`src/rtl/access_controller_pkg.sv`:
```
// Shared encodings for the keypad access controller and its status reporter.
// The status codes match the encoding the UART string sender decodes.
package access_controller_pkg;

  localparam logic [2:0] ST_NONE  = 3'b000;
  localparam logic [2:0] ST_OPEN  = 3'b001;
  localparam logic [2:0] ST_WRONG = 3'b010;
  localparam logic [2:0] ST_LOCK  = 3'b100;

  // Cycles the reporter waits in R_ACK for the sender to raise busy.
  localparam logic [3:0] ACK_TIMEOUT = 4'd15;

  typedef enum logic [1:0] {
    S_LOCKED  = 2'd0,
    S_OPEN    = 2'd1,
    S_LOCKOUT = 2'd2
  } main_state_t;

  typedef enum logic [1:0] {
    R_IDLE  = 2'd0,
    R_PULSE = 2'd1,
    R_ACK   = 2'd2,
    R_DONE  = 2'd3
  } rep_state_t;

endpackage

```
`src/rtl/access_controller_status_reporter.sv`:
```
// Status event reporter: one-entry pending slot feeding a report FSM that
// hands one status code at a time to the string sender.
//
// state   | meaning
// R_IDLE  | waiting for a pending event and an idle sender
// R_PULSE | status loaded, start strobe high this cycle
// R_ACK   | waiting for the sender to go busy (bounded by ACK_TIMEOUT)
// R_DONE  | waiting for the sender to finish the string
module status_reporter
  import access_controller_pkg::*;
(
  input  logic       i_clk,
  input  logic       i_rst,
  input  logic       event_valid,
  input  logic [2:0] event_code,
  input  logic       i_sender_busy,
  output logic [2:0] o_status,
  output logic       o_trigger
);

  rep_state_t state, state_n;
  logic       pending, pending_n;
  logic [2:0] pend_code, pend_code_n;
  logic [2:0] status, status_n;
  logic [3:0] tmo, tmo_n;

  // Register the report FSM, pending slot, published status and ack timer.
  always_ff @(posedge i_clk) begin
    if (i_rst) begin
      state     <= R_IDLE;
      pending   <= 1'b0;
      pend_code <= ST_NONE;
      status    <= ST_NONE;
      tmo       <= '0;
    end else begin
      state     <= state_n;
      pending   <= pending_n;
      pend_code <= pend_code_n;
      status    <= status_n;
      tmo       <= tmo_n;
    end
  end

  // Next-state logic; a fresh event always lands in the pending slot, even in
  // the cycle the previous one is being loaded, so nothing is lost.
  always_comb begin
    state_n     = state;
    pending_n   = pending;
    pend_code_n = pend_code;
    status_n    = status;
    tmo_n       = tmo;
    case (state)
      R_IDLE: begin
        if (pending && !i_sender_busy) begin
          status_n  = pend_code;
          pending_n = 1'b0;
          state_n   = R_PULSE;
        end
      end
      R_PULSE: begin
        tmo_n   = '0;
        state_n = R_ACK;
      end
      R_ACK: begin
        if (i_sender_busy) begin
          state_n = R_DONE;
        end else if (tmo == ACK_TIMEOUT - 4'd1) begin
          state_n = R_IDLE;
        end else begin
          tmo_n = tmo + 4'd1;
        end
      end
      R_DONE: begin
        if (!i_sender_busy) state_n = R_IDLE;
      end
      default: state_n = R_IDLE;
    endcase
    if (event_valid) begin
      pending_n   = 1'b1;
      pend_code_n = event_code;
    end
  end

  assign o_status  = status;
  assign o_trigger = (state == R_PULSE);

endmodule

```
`src/rtl/access_controller.sv`:
```
// Keypad access controller: collects BCD digits, checks them on Enter, drives
// lock/alarm/lockout and posts one status event per outcome to the reporter.
//
// state     | meaning
// S_LOCKED  | collecting digits, Enter checks the code
// S_OPEN    | door unlocked until i_lock
// S_LOCKOUT | too many wrong entries, alarm on, inputs ignored
module access_controller
  import access_controller_pkg::*;
#(
  parameter int          CODE_LEN       = 4,
  parameter logic [31:0] CODE           = 32'h0000_1234,
  parameter int          MAX_TRIES      = 3,
  parameter logic [31:0] LOCKOUT_CYCLES = 32'd1_000_000_000
) (
  input  logic       i_clk,
  input  logic       i_rst,
  input  logic       i_key_valid,
  input  logic [3:0] i_key_digit,
  input  logic       i_enter,
  input  logic       i_lock,
  input  logic       i_sender_busy,
  output logic [2:0] o_status,
  output logic       o_trigger,
  output logic       o_unlocked,
  output logic       o_alarm,
  output logic [3:0] o_tries
);

  localparam logic [31:0] CODE_MASK  = 32'hFFFF_FFFF >> (32 - 4 * CODE_LEN);
  localparam logic [3:0]  CODE_LEN_W = 4'(CODE_LEN);
  localparam logic [3:0]  TRIES_MAX  = 4'(MAX_TRIES);

  main_state_t state, state_n;
  logic [31:0] dbuf, dbuf_n;
  logic [3:0]  dcount, dcount_n;
  logic [3:0]  tries, tries_n;
  logic [31:0] lock_cnt, lock_cnt_n;
  logic        event_valid;
  logic [2:0]  event_code;
  logic        code_match;
  logic [3:0]  tries_inc;

  assign code_match = (dcount == CODE_LEN_W) && ((dbuf & CODE_MASK) == (CODE & CODE_MASK));
  assign tries_inc  = tries + 4'd1;

  // Register the main FSM, digit buffer, try counter and lockout timer.
  always_ff @(posedge i_clk) begin
    if (i_rst) begin
      state    <= S_LOCKED;
      dbuf     <= '0;
      dcount   <= '0;
      tries    <= '0;
      lock_cnt <= '0;
    end else begin
      state    <= state_n;
      dbuf     <= dbuf_n;
      dcount   <= dcount_n;
      tries    <= tries_n;
      lock_cnt <= lock_cnt_n;
    end
  end

  // Next-state and event generation; Enter takes priority over a same-cycle key.
  always_comb begin
    state_n     = state;
    dbuf_n      = dbuf;
    dcount_n    = dcount;
    tries_n     = tries;
    lock_cnt_n  = lock_cnt;
    event_valid = 1'b0;
    event_code  = ST_NONE;
    case (state)
      S_LOCKED: begin
        if (i_enter) begin
          dbuf_n      = '0;
          dcount_n    = '0;
          event_valid = 1'b1;
          if (code_match) begin
            state_n    = S_OPEN;
            tries_n    = '0;
            event_code = ST_OPEN;
          end else begin
            tries_n    = tries_inc;
            event_code = ST_WRONG;
            if (tries_inc == TRIES_MAX) begin
              state_n    = S_LOCKOUT;
              lock_cnt_n = LOCKOUT_CYCLES - 32'd1;
            end
          end
        end else if (i_key_valid && (i_key_digit <= 4'd9)) begin
          dbuf_n = {dbuf[27:0], i_key_digit};
          if (dcount != CODE_LEN_W) dcount_n = dcount + 4'd1;
        end
      end
      S_OPEN: begin
        if (i_lock) begin
          state_n     = S_LOCKED;
          event_valid = 1'b1;
          event_code  = ST_LOCK;
        end
      end
      S_LOCKOUT: begin
        if (lock_cnt == 32'd0) begin
          state_n = S_LOCKED;
          tries_n = '0;
        end else begin
          lock_cnt_n = lock_cnt - 32'd1;
        end
      end
      default: state_n = S_LOCKED;
    endcase
  end

  status_reporter u_reporter (
    .i_clk         (i_clk),
    .i_rst         (i_rst),
    .event_valid   (event_valid),
    .event_code    (event_code),
    .i_sender_busy (i_sender_busy),
    .o_status      (o_status),
    .o_trigger     (o_trigger)
  );

  assign o_unlocked = (state == S_OPEN);
  assign o_alarm    = (state == S_LOCKOUT);
  assign o_tries    = tries;

endmodule
```
`config.mk`:
```
export PLATFORM = sky130hd
export DESIGN_NAME = access_controller
export DESIGN_NICKNAME = d
export VERILOG_FILES = /design/src/rtl/access_controller_pkg.sv /design/src/rtl/access_controller_status_reporter.sv /design/src/rtl/access_controller.sv
export SDC_FILE = /design/constraint.sdc
export NUM_CORES = 1
export LEC_CHECK = 0
export ABC_AREA = 0
export BUFFER_PORTS_ARGS = -buffer_cell sky130_fd_sc_hd__buf_2
export CAP_MARGIN = 20
export CORE_AREA = 2 2 102 144
export CTS_CLUSTER_DIAMETER = 60
export DETAILED_ROUTE_END_ITERATION = 10
export DIE_AREA = 0 0 104 146
export PLACE_DENSITY = 0.46
export SYNTH_ARGS = -nofsm -noshare
export SYNTH_HDL_FRONTEND = slang
export SYNTH_SLANG_ARGS = --single-unit
```
`constraint.sdc`:
```
create_clock -name i_clk -period 4.6 [get_ports i_clk]
set_input_delay 0.46 -clock i_clk [delete_from_list [all_inputs] [get_ports i_clk]]
set_output_delay 0.46 -clock i_clk [all_outputs]
set_load 0.01 [all_outputs]
```
# --- Yosys cells after proc, flatten, opt, wreduce, memory -nomap -nowiden ---
# Cells that the tools add are included.
word_totals:
  ff_bits: 71
op_classes:
  n_addsub: 4
  order_cmp: 1
  mux: 38
  n_eq_ne: 22
  n_reduce_logical: 22
ops:
  columns: ["op", "n"]
  rows:
  - ["$mux W32", 4]
  - ["$pmux W32 S2", 1]
  - ["$logic_not A32 Y1", 1]
  - ["$mux W16", 2]
  - ["$mux W4", 8]
  - ["$sub A32 B1 Y32 const B", 1]
  - ["$mux W2", 11]
  - ["$eq A16 B13 Y1 const B", 1]
  - ["$ne A2 B2 Y1 const B", 8]
  - ["$pmux W4 S2", 2]
  - ["$add A4 B1 Y4 const B", 3]
  - ["$reduce_and A3 Y1", 4]
  - ["$reduce_bool A2 Y1", 6]
  - ["$pmux W2 S4", 1]
  - ["$eq A2 B2 Y1 const B", 3]
  - ["$pmux W2 S3", 1]
  - ["$pmux W3 S2", 1]
  - ["$reduce_and A2 Y1", 3]
  - ["$mux W1", 5]
  - ["$reduce_and A5 Y1", 1]
  - ["$eq A2 B1 Y1 const B", 2]
  - ["$eq A4 B2 Y1 const B", 1]
  - ["$eq A4 B3 Y1 const B", 1]
  - ["$eq A4 B4 Y1 const B", 1]
  - ["other kinds (11)", 15]

# --- Longest topological paths before layout ---
# Gate-level depths: netlist of the first run.
logic_depth:
  depth_word: 6
  depth_mapped: 10

# --- By module ---
# A second synthesis of the first run with hierarchy kept.
hier_totals:
  cells_unflattened: 445
  area_unflattened_um2: 3729.8
modules_own_cells:
  columns: ["module", "area_each_um2", "cells_each", "seq_area_each_um2", "n_inst"]
  rows:
  - ["access_controller", 3123.0, 383, 1161.1, 1]
  - ["status_reporter", 606.8, 62, 260.2, 1]

# --- Worst setup path before layout of the first run ---
# Ideal clock, no wire load.
synth_path:
  path_type: "register to register"
  startpoint: "register lock_cnt[23]"
  endpoint: "register lock_cnt[6]"
  path_buffers: 2
  setup_time_ps: 118
  arrival_time_ps: 2191
  slack_ps: 2292
  path_stages_with_launch: 8
  required_ps: 4482
  period_less_slack_ps: 2308
  cell_sequence: "dfxtp_1 or4_4 or3_1 buf_6 o31ai_4 buf_6 nand2_2 o2111a_1"
synth_via:
  elab_chain_cells: 3
synth_rtl:
  columns: ["item", "line_no", "source"]
  rows:
  - ["start: declaration", "access_controller.sv:38", "logic [31:0] lock_cnt, lock_cnt_n;"]
  - ["start signal: assignment", "access_controller.sv:60", "lock_cnt <= lock_cnt_n;"]
  - ["$logic_not A32 Y1", "access_controller.sv:104", "if (lock_cnt == 32'd0) begin"]
  - ["$ne A2 B2 Y1 (no line)", null, null]
  - ["$reduce_and A5 Y1 (no line)", null, null]
# Every way passes these cells.
# A chain may end at the register's enable or synchronous reset.

# --- Worst setup path in the final report of the first run ---
layout_path:
  startpoint: "register lock_cnt[0]"
  endpoint: "register lock_cnt[6]"
layout_via:
  elab_chain_cells: 3
layout_rtl:
  columns: ["item", "line_no"]
  rows:
  - ["$sub A32 B1 Y32 or $logic_not A32 Y1 (tied branches)", "access_controller.sv:108, access_controller.sv:104"]
  - ["$mux W32 or $ne A2 B2 Y1 (tied branches)", null]
  - ["$pmux W32 S2 or $reduce_and A5 Y1 (tied branches)", null]
# Parallel ways exist; a longest one is shown, timed or not. The select of a mux whose other input is x is not followed.

==> summary.txt, run 1 <==
Clock tree
  – Clock Pin Slew Worst Setup and Hold Paths: 60 ps
  – Post-CTS Resized: 0
  – CTS tree: yes
  – Cts hold-fix bufs: 0
  – CTS root buf: clkbuf_16
  – Clock Latency Late Sink: about 340 ps
  – Setup Fix Bufs, Post-CTS: 0
  – Maximum root-to-sink buffer count: 2
  – Total CTS buffers: 9
  – H-tree Lvls: 3
  – CTS Sinks: 71

Drt
  – Final wirelength: around 8600 um
  – Drt drc: 0
  – Drt wl/cell: between 10 and 15 um
  – Initial DRC Count: 121
  – Vias per cell: 4.89
  – Final ANT Viol Nets: 0
  – DR pass1 iterations: 5
  – Via count: 2,993

Setup path
  – Crit path launch type: flop
  – CP max-delay cell: o31ai_4
  – Critical path's largest stage delay: slightly above 800 ps
  – Critical path fanouts, max: 16
  – Worst Path Arrival: 3140 ps
  – WP data required: approximately 4800 ps
  – Setup CP Type: flop to flop
  – WP buf/inv: 1
  – CP cell instances: inv_1 -> ha_1 -> nor4b_1 -> nand4_1 -> o31ai_4 -> nand2_2 -> o2111a_1
  – Cell family with the largest share of critical-path delay: simple AND/OR/NAND/NOR gates
  – Nature of the critical path endpoint: flop

Cells and area
  – Multi-input combinational cell area: 0.00184 sq mm
  – Share of post-route cells with drive strength above 1: ~11%
  – Sequential cell area: approximately 0.0014 sq mm
  – Number of diodes: 0
  – Fill count: 1,478
  – Final #Nets: 439
  – Layout area overhead: 16.5%
  – Most frequent cells in the layout: 71 x dfxtp_1, 48 x nor2_1, 38 x a21oi_1, 30 x nand2_1, 30 x nor3_1
  – Commonest non-fill, non-tap cell in the layout: dfxtp_1

Placed design
  – Post-DP HPWL: 5900 um
  – Port Buffers: 19
  – GP Congestion: between 0.7 and 0.8

Floorplanning
  – Die H: 146 um
  – Core box area: approximately 0.014 sq mm
  – Die area: 0.0152 sq mm
  – Initial core utilization: 24.7%
  – I/O Pins: 20
  – Die W: approximately 100 um
  – FP Rows: 51

Timing
  – RSZ-0062 raised after global routing: no
  – Setup violators final: 0
  – Fin crit share: 63.3%
  – Fin crit period: approximately 3000 ps
  – Final hold violation count: 0
  – Worst Tran Pin Value: ~970 ps
  – Final Skew: 5.30 ps
  – Setup Total Neg Slack: 0 ps
  – Final hold slack: 396 ps
  – Final-report max-slew violation count: 0
  – Max-slew headroom: 35.0%
  – Achievable frequency: 343 MHz

Synthesis
  – Synth Area per Inst: 8.36 sq um
  – Post-synth EDFFs: 0
  – Synth warn: 0
  – Syn_nets: 425
  – Ys async rst share: 0%
  – Yosys cell types: 61
  – Post-Synthesis Cells: 408
  – Ys flop type: dfxtp_1
  – Post-synthesis register bit count: 71
  – Seq/Total Area, Yosys: 41.7%
  – Post-Syn Area: 0.00341 sq mm

Power
  – Leak pwr: 1.47 nW
  – Max VDD drop: 132 uV
  – PwrDens: approximately 420 mW/mm^2

GRT
  – Pin count of the biggest net entering global routing: 58
  – GRT overflow: 0
  – Total track usage: 11.8%
  – Antenna violations before repair: 0
  – Vias in the first global route: 2,976
  – First-pass GRT wire length: 14,500 um

Status
  – Status: complete, no violations

Flow run
  – Max-cap viol count: 0

Hold path
  – HP Class: primary input to flop
## area by class of cell
cell class,instances,share of cell area [%]
inverters,13,1.23
repair buffers,22,2.96
well taps,185,5.83
clock buffers,11,6.36
clock inverters,5,1.42
flip-flops and latches,71,35.8
multi-input cells,305,46.4
## cells in the mapped netlist, drive strengths merged (7+ instances only)
| cell | instances | area [sq um] |
|---|---|---|
| xor2 | 8 | 70.1 |
| nor4 | 9 | 62.6 |
| ha | 7 | 87.6 |
| clkbuf | 13 | 48.8 |
| a21oi | 38 | 190 |
| or3 | 8 | 50.1 |
| nor3 | 30 | 150 |
| nand3 | 25 | 125 |
| inv | 11 | 41.3 |
| dfxtp | 71 | 1420 |
| nor2 | 49 | 186 |
| nand2 | 31 | 119 |
| o21ai | 10 | 50.1 |
| xnor2 | 11 | 96.3 |
## logic make-up after synthesis
family | Yosys count | synth area share [%]
and+or+nand+nor | 188 | 28.3
AOI/OAI and AO/OA | 84 | 16.3
DFF | 71 | 41.7
buffers and inverters | 32 | 4.22
xor gates and xnor gates | 19 | 4.88
muxes | 7 | 2.09
adders and majority gates | 7 | 2.57
## worst reg2reg max path: cells and delay by family (launching register included)
family,cells,cell delay (ps)
compound gates,2,1060
fa+ha+maj,1,230
buf+inv,1,120
flops,1,330
simple gates,3,1060
## power by group
| group | total (mW) | internal [mW] | leakage, nW | switching (mW) |
|---|---|---|---|---|
| clock | 0.718 | 0.448 | 0.152 | 0.270 |
| sequential | 0.675 | 0.643 | 0.575 | 0.0321 |
| combinational | 0.292 | 0.0912 | 0.739 | 0.201 |
## sequential cells by signal (all words and copies together), names as in the netlist
register              cells
dbuf                     16
o_tries                   4
state                     2
u_reporter.tmo            4
lock_cnt                 32
u_reporter.pending        1
dcount                    4
u_reporter.pend_code      3
u_reporter.o_status       3
u_reporter.state          2
## path summary, 6_finish.rpt
path,slack [ps],from,end,depth (start not counted)
setup / recovery,1690,lock_cnt[0],lock_cnt[6],7
hold / removal,400,i_key_digit[0],dbuf[0],3
setup reg to reg,1690,lock_cnt[0],lock_cnt[6],7
hold reg to reg,450,dbuf[14],dbuf[14],2
## per-layer routing
layer	share of wire [%]	track usage [%]
met5	0	0
met4	2.3	6.89
met3	2.8	2.02
met2	50	20.9
met1	45	13.0
## stage by stage
stage          util (%)  power (mW)  cells  instance area [sq um]  worst slack, ps
3_3_place_gp       26.6       0.981    596                   3660             1780
4_1_cts            28.8        1.71    612                   3970             1680
5_1_grt            28.8        1.77    612                   3970             1370
2_1_floorplan         -       0.910    408                   3410             2290
6_report           28.8        1.68    612                   3970             1690
3_5_place_dp       26.6       0.982    596                   3660             1690
No activity file was read; power rests on OpenSTA's default activity.
==> run 2, diff against run 1 <==
--- a/config.mk
+++ b/config.mk
@@ -5,14 +5,14 @@
 export SDC_FILE = /design/constraint.sdc
 export NUM_CORES = 1
 export LEC_CHECK = 0
-export ABC_AREA = 0
+export ABC_AREA = 1
 export BUFFER_PORTS_ARGS = -buffer_cell sky130_fd_sc_hd__buf_2
 export CAP_MARGIN = 20
-export CORE_AREA = 2 2 102 144
+export CORE_AREA = 2 2 111 156
 export CTS_CLUSTER_DIAMETER = 60
 export DETAILED_ROUTE_END_ITERATION = 10
-export DIE_AREA = 0 0 104 146
-export PLACE_DENSITY = 0.46
+export DIE_AREA = 0 0 113 158
+export PLACE_DENSITY = 0.47
 export SYNTH_ARGS = -nofsm -noshare
 export SYNTH_HDL_FRONTEND = slang
 export SYNTH_SLANG_ARGS = --single-unit
==> constraint.sdc (replaced) <==
create_clock -name i_clk -period 2.46 [get_ports i_clk]
set_input_delay 0.246 -clock i_clk [delete_from_list [all_inputs] [get_ports i_clk]]
set_output_delay 0.246 -clock i_clk [all_outputs]
set_load 0.01 [all_outputs]
==> run 2 against run 1 <==
- via count is 35% higher
- total power is 100% higher
- fmax is 37% higher
- sequential share of layout area is 5.9 points lower
- first-iteration DRC count is 44% higher
- sequential cell count stayed put
- setup slack worse by 1400 ps
- largest power group unchanged
- cell area is 20% higher
- combinational power grew to 2.6 times the previous value
- critical path depth is 5 higher
- sequential power is 87% higher
- largest cell class unchanged
==> summary.txt, run 2 <==
Synthesis
  – Post-Synthesis Cells: 633 (was 408)
  – Biggest area consumer among synthesized cells: dfxtp_1 (unchanged)
  – Post-synth EDFFs: 0 (unchanged)
  – Synth Area per Inst: 6.36 sq um (was 8.36 sq um)
  – Syn_nets: 650 (was 425)
  – Yosys cell types: 36 (was 61)
  – Synth warn: 0 (unchanged)
  – Seq/Total Area, Yosys: 35.3% (was 41.7%)
  – Ys flop type: dfxtp_1 (unchanged)
  – Area contributors post-synth: dfxtp_1 35%, nand2_1 16%, nor2_1 10%, a21oi_1 7.5%, nand3_1 5.5% (was dfxtp_1 42%, a21oi_1 5.6%, nor2_1 5.3%, nor3_1 4.4%, nand3_1 3.7%)
  – Post-synthesis register bit count: 71 (unchanged)
  – Top-area cell type share of the netlist area: 35.3% (was 41.7%)
  – Post-Syn Area: 0.00403 sq mm (was 0.00341 sq mm)
  – Most frequent cells after synthesis: 167 x nand2_1, 108 x nor2_1, 71 x dfxtp_1 (was 71 x dfxtp_1, 48 x nor2_1, 38 x a21oi_1)
  – Ys async rst share: 0% (unchanged)
  – Count leader, synth: nand2_1 (was dfxtp_1)

Setup path
  – Critical path fanouts, max: 33 (was 16)
  – Crit-path most repeated cell: nand2_1
  – Critical path's largest stage delay: 360 ps (was 810 ps)
  – CP cell instances: inv_1 -> ha_1 -> nand2_1 -> nor2_1 -> nand2_1 -> nor2_2 -> nand2_2 -> buf_4 -> nand3_4 -> nand2_1 -> nand2_1 -> nor2_1 (was inv_1 -> ha_1 -> nor4b_1 -> nand4_1 -> o31ai_4 -> nand2_2 -> o2111a_1)
  – WP buf/inv: 2 (was 1)
  – Setup CP Type: flop to flop (unchanged)
  – Worst Path Arrival: 2330 ps (was 3140 ps)
  – CP max-delay cell: nand3_4 (was o31ai_4)
  – Cell family with the largest share of critical-path delay: simple AND/OR/NAND/NOR gates (unchanged)
  – Worst r2r src: lock_cnt[0] (unchanged)
  – Reg2reg end: lock_cnt[1] (was lock_cnt[6])
  – Nature of the critical path endpoint: flop (unchanged)
  – Reg2reg path depth: 12 (was 7)
  – WP data required: 2660 ps (was 4830 ps)
  – Crit path launch type: flop (unchanged)
  – R2R Setup Slk: 330 ps (was 1690 ps)

Timing
  – Final Skew: 7.33 ps (was 5.30 ps)
  – Max-slew headroom: 55.2% (was 35.0%)
  – RSZ-0062 raised after global routing: no (unchanged)
  – Setup Total Neg Slack: 0 ps (unchanged)
  – Worst Tran Pin Value: 672 ps (was 972 ps)
  – Achievable frequency: 470 MHz (was 343 MHz)
  – Setup violators final: 0 (unchanged)
  – Final hold violation count: 0 (unchanged)
  – Final hold slack: 177 ps (was 396 ps)
  – Final-report max-slew violation count: 0 (unchanged)
  – Fin crit period: 2130 ps (was 2910 ps)
  – Fin crit share: 86.5% (was 63.3%)

Hold path
  – Hold path start: i_key_digit[2] (was i_key_digit[0])
  – Hold path depth: 3 (unchanged)
  – HP Class: primary input to flop (unchanged)
  – Worst hold endpoint: dbuf[2] (was dbuf[0])

Power
  – Tot Pwr: 3.43 mW (was 1.68 mW)
  – Max VDD drop: 313 uV (was 132 uV)
  – Leak pwr: 2.13 nW (was 1.47 nW)
  – PwrDens: 720 mW/mm^2 (was 424 mW/mm^2)

Clock tree
  – Maximum root-to-sink buffer count: 2 (unchanged)
  – Clock Latency Late Sink: 340 ps (about the same)
  – H-tree Lvls: 3 (unchanged)
  – CTS root buf: clkbuf_16 (unchanged)
  – Setup Fix Bufs, Post-CTS: 0 (unchanged)
  – CTS Sinks: 71 (unchanged)
  – Total CTS buffers: 9 (unchanged)
  – Post-CTS Resized: 0 (unchanged)
  – CTS tree: yes (unchanged)
  – Clock Pin Slew Worst Setup and Hold Paths: 70 ps (was 60 ps)
  – Cts hold-fix bufs: 0 (unchanged)

Cells and area
  – Max reg flops: 32 (unchanged)
  – Most frequent cells in the layout: 167 x nand2_1, 108 x nor2_1, 71 x dfxtp_1, 60 x a21oi_1, 58 x inv_1 (was 71 x dfxtp_1, 48 x nor2_1, 38 x a21oi_1, 30 x nand2_1, 30 x nor3_1)
  – Layout area overhead: 18.3% (was 16.5%)
  – Fill count: 1,869 (was 1,478)
  – Layout Cells excl Fill: 875 (was 612)
  – Post-route cell area: 0.00476 sq mm (was 0.00397 sq mm)
  – Reg with most FFs: lock_cnt (unchanged)
  – Number of diodes: 0 (unchanged)
  – Share of post-route cells with drive strength above 1: 12.5% (was 11.5%)
  – Final #Nets: 684 (was 439)
  – Commonest non-fill, non-tap cell in the layout: nand2_1 (was dfxtp_1)
  – Regs by FF count: lock_cnt: 32 flops, dbuf: 16 flops (unchanged)

Floorplanning
  – Die H: 158 um (was 146 um)
  – FP Rows: 56 (was 51)
  – I/O Pins: 20 (unchanged)
  – Die W: 113 um (was 104 um)
  – Core box area: 0.0165 sq mm (was 0.0138 sq mm)
  – Initial core utilization: 24.3% (was 24.7%)
  – Die area: 0.0179 sq mm (was 0.0152 sq mm)

GRT
  – Antenna violations before repair: 0 (unchanged)
  – Pin count of the biggest net entering global routing: 58 (unchanged)
  – Total track usage: 13.9% (was 11.8%)
  – GRT overflow: 0 (unchanged)
  – Vias in the first global route: 4,057 (was 2,976)
  – First-pass GRT wire length: 19,900 um (was 14,500 um)

Placed design
  – Post-DP HPWL: 8420 um (was 5900 um)
  – Placed Instances: 859 (was 596)
  – GP Congestion: 0.850 (was 0.782)
  – Placed Instance Area: 0.00445 sq mm (was 0.00366 sq mm)
  – Port Buffers: 19 (unchanged)

Drt
  – DR pass1 iterations: 4 (was 5)
  – Drt drc: 0 (unchanged)
  – Via count: 4,041 (was 2,993)
  – Vias per cell: 4.62 (was 4.89)
  – Final wirelength: 11,700 um (was 8620 um)
  – Final ANT Viol Nets: 0 (unchanged)
  – Initial DRC Count: 174 (was 121)
  – Drt wl/cell: 13.3 um (was 14.1 um)

Flow run
  – Max-cap viol count: 0 (unchanged)

Status
  – Status: complete, no violations (unchanged)
[run 2: cell types whose count changed after synthesis, sizes merged, moves of 21 or more]
cell and delta:
nand2 +140, nor2 +65, inv +50, nor3 -26, a21oi +22, nand3 +21
[run 2: worst reg2reg max path: cells and delay by family (launching register included)]
| family | cells | cell delay [ps] |
|---|---|---|
| simple gates | 9 | 1170 |
| flops | 1 | 310 |
| buf+inv | 2 | 290 |
| fa+ha+maj | 1 | 230 |
[run 2: routing by layer]
metal	vias to the layer above	track usage (%)	wire length, um
met5	-	0	0
met4	0	5.69	286
met3	17	2.45	308
met2	62	25.8	6150
met1	1838	15.6	4930
li1	2124	-	-
[run 2: final cells by class]
class / count / area (sq um) / share of cell area [%]
clock buffer: 9 / 225 / 4.73
clock inverter: 7 / 86.3 / 1.81
inverter: 62 / 234 / 4.91
multi-input combinational: 480 / 2260 / 47.4
sequential: 71 / 1420 / 29.8
tap: 203 / 254 / 5.33
timing repair buffer: 43 / 283 / 5.94
[run 2: how the worst max path moves through the flow]
stage | from | to | cells past startpoint
final | lock_cnt[0] | lock_cnt[1] | 12
after global placement | lock_cnt[0] | lock_cnt[31] | 11
after detailed placement | lock_cnt[0] | lock_cnt[0] | 12
after global routing | lock_cnt[0] | lock_cnt[0] | 12
after floorplan | dcount[0] | lock_cnt[10] | 12
after CTS | lock_cnt[0] | lock_cnt[27] | 11
[run 2: stage by stage]
step / util [%] / worst slack (ps)
final: 28.8 / 333
after global routing: 28.8 / 55.5
after CTS: 28.8 / 308
after detailed placement: 26.9 / 328
after global placement: 26.8 / 61.1
after floorplan: - / 851
[run 2: cell families (layout without fill, tap and decap cells)]
logic type	Yosys count	in the layout	share of synthesized area, %
DFF	71	71	35.3
AOI/OAI and AO/OA	103	103	13.9
buffers and inverters	82	121	8.55
adders and majority gates	7	7	2.18
and+or+nand+nor	364	364	38.8
xor gates and xnor gates	6	6	1.31
[run 2: report_power, final]
part           switching, mW  total, mW  internal (mW)
logic                  0.507      0.772          0.265
clock network          0.590       1.40          0.809
registers             0.0500       1.26           1.21
total                   1.15       3.43           2.28
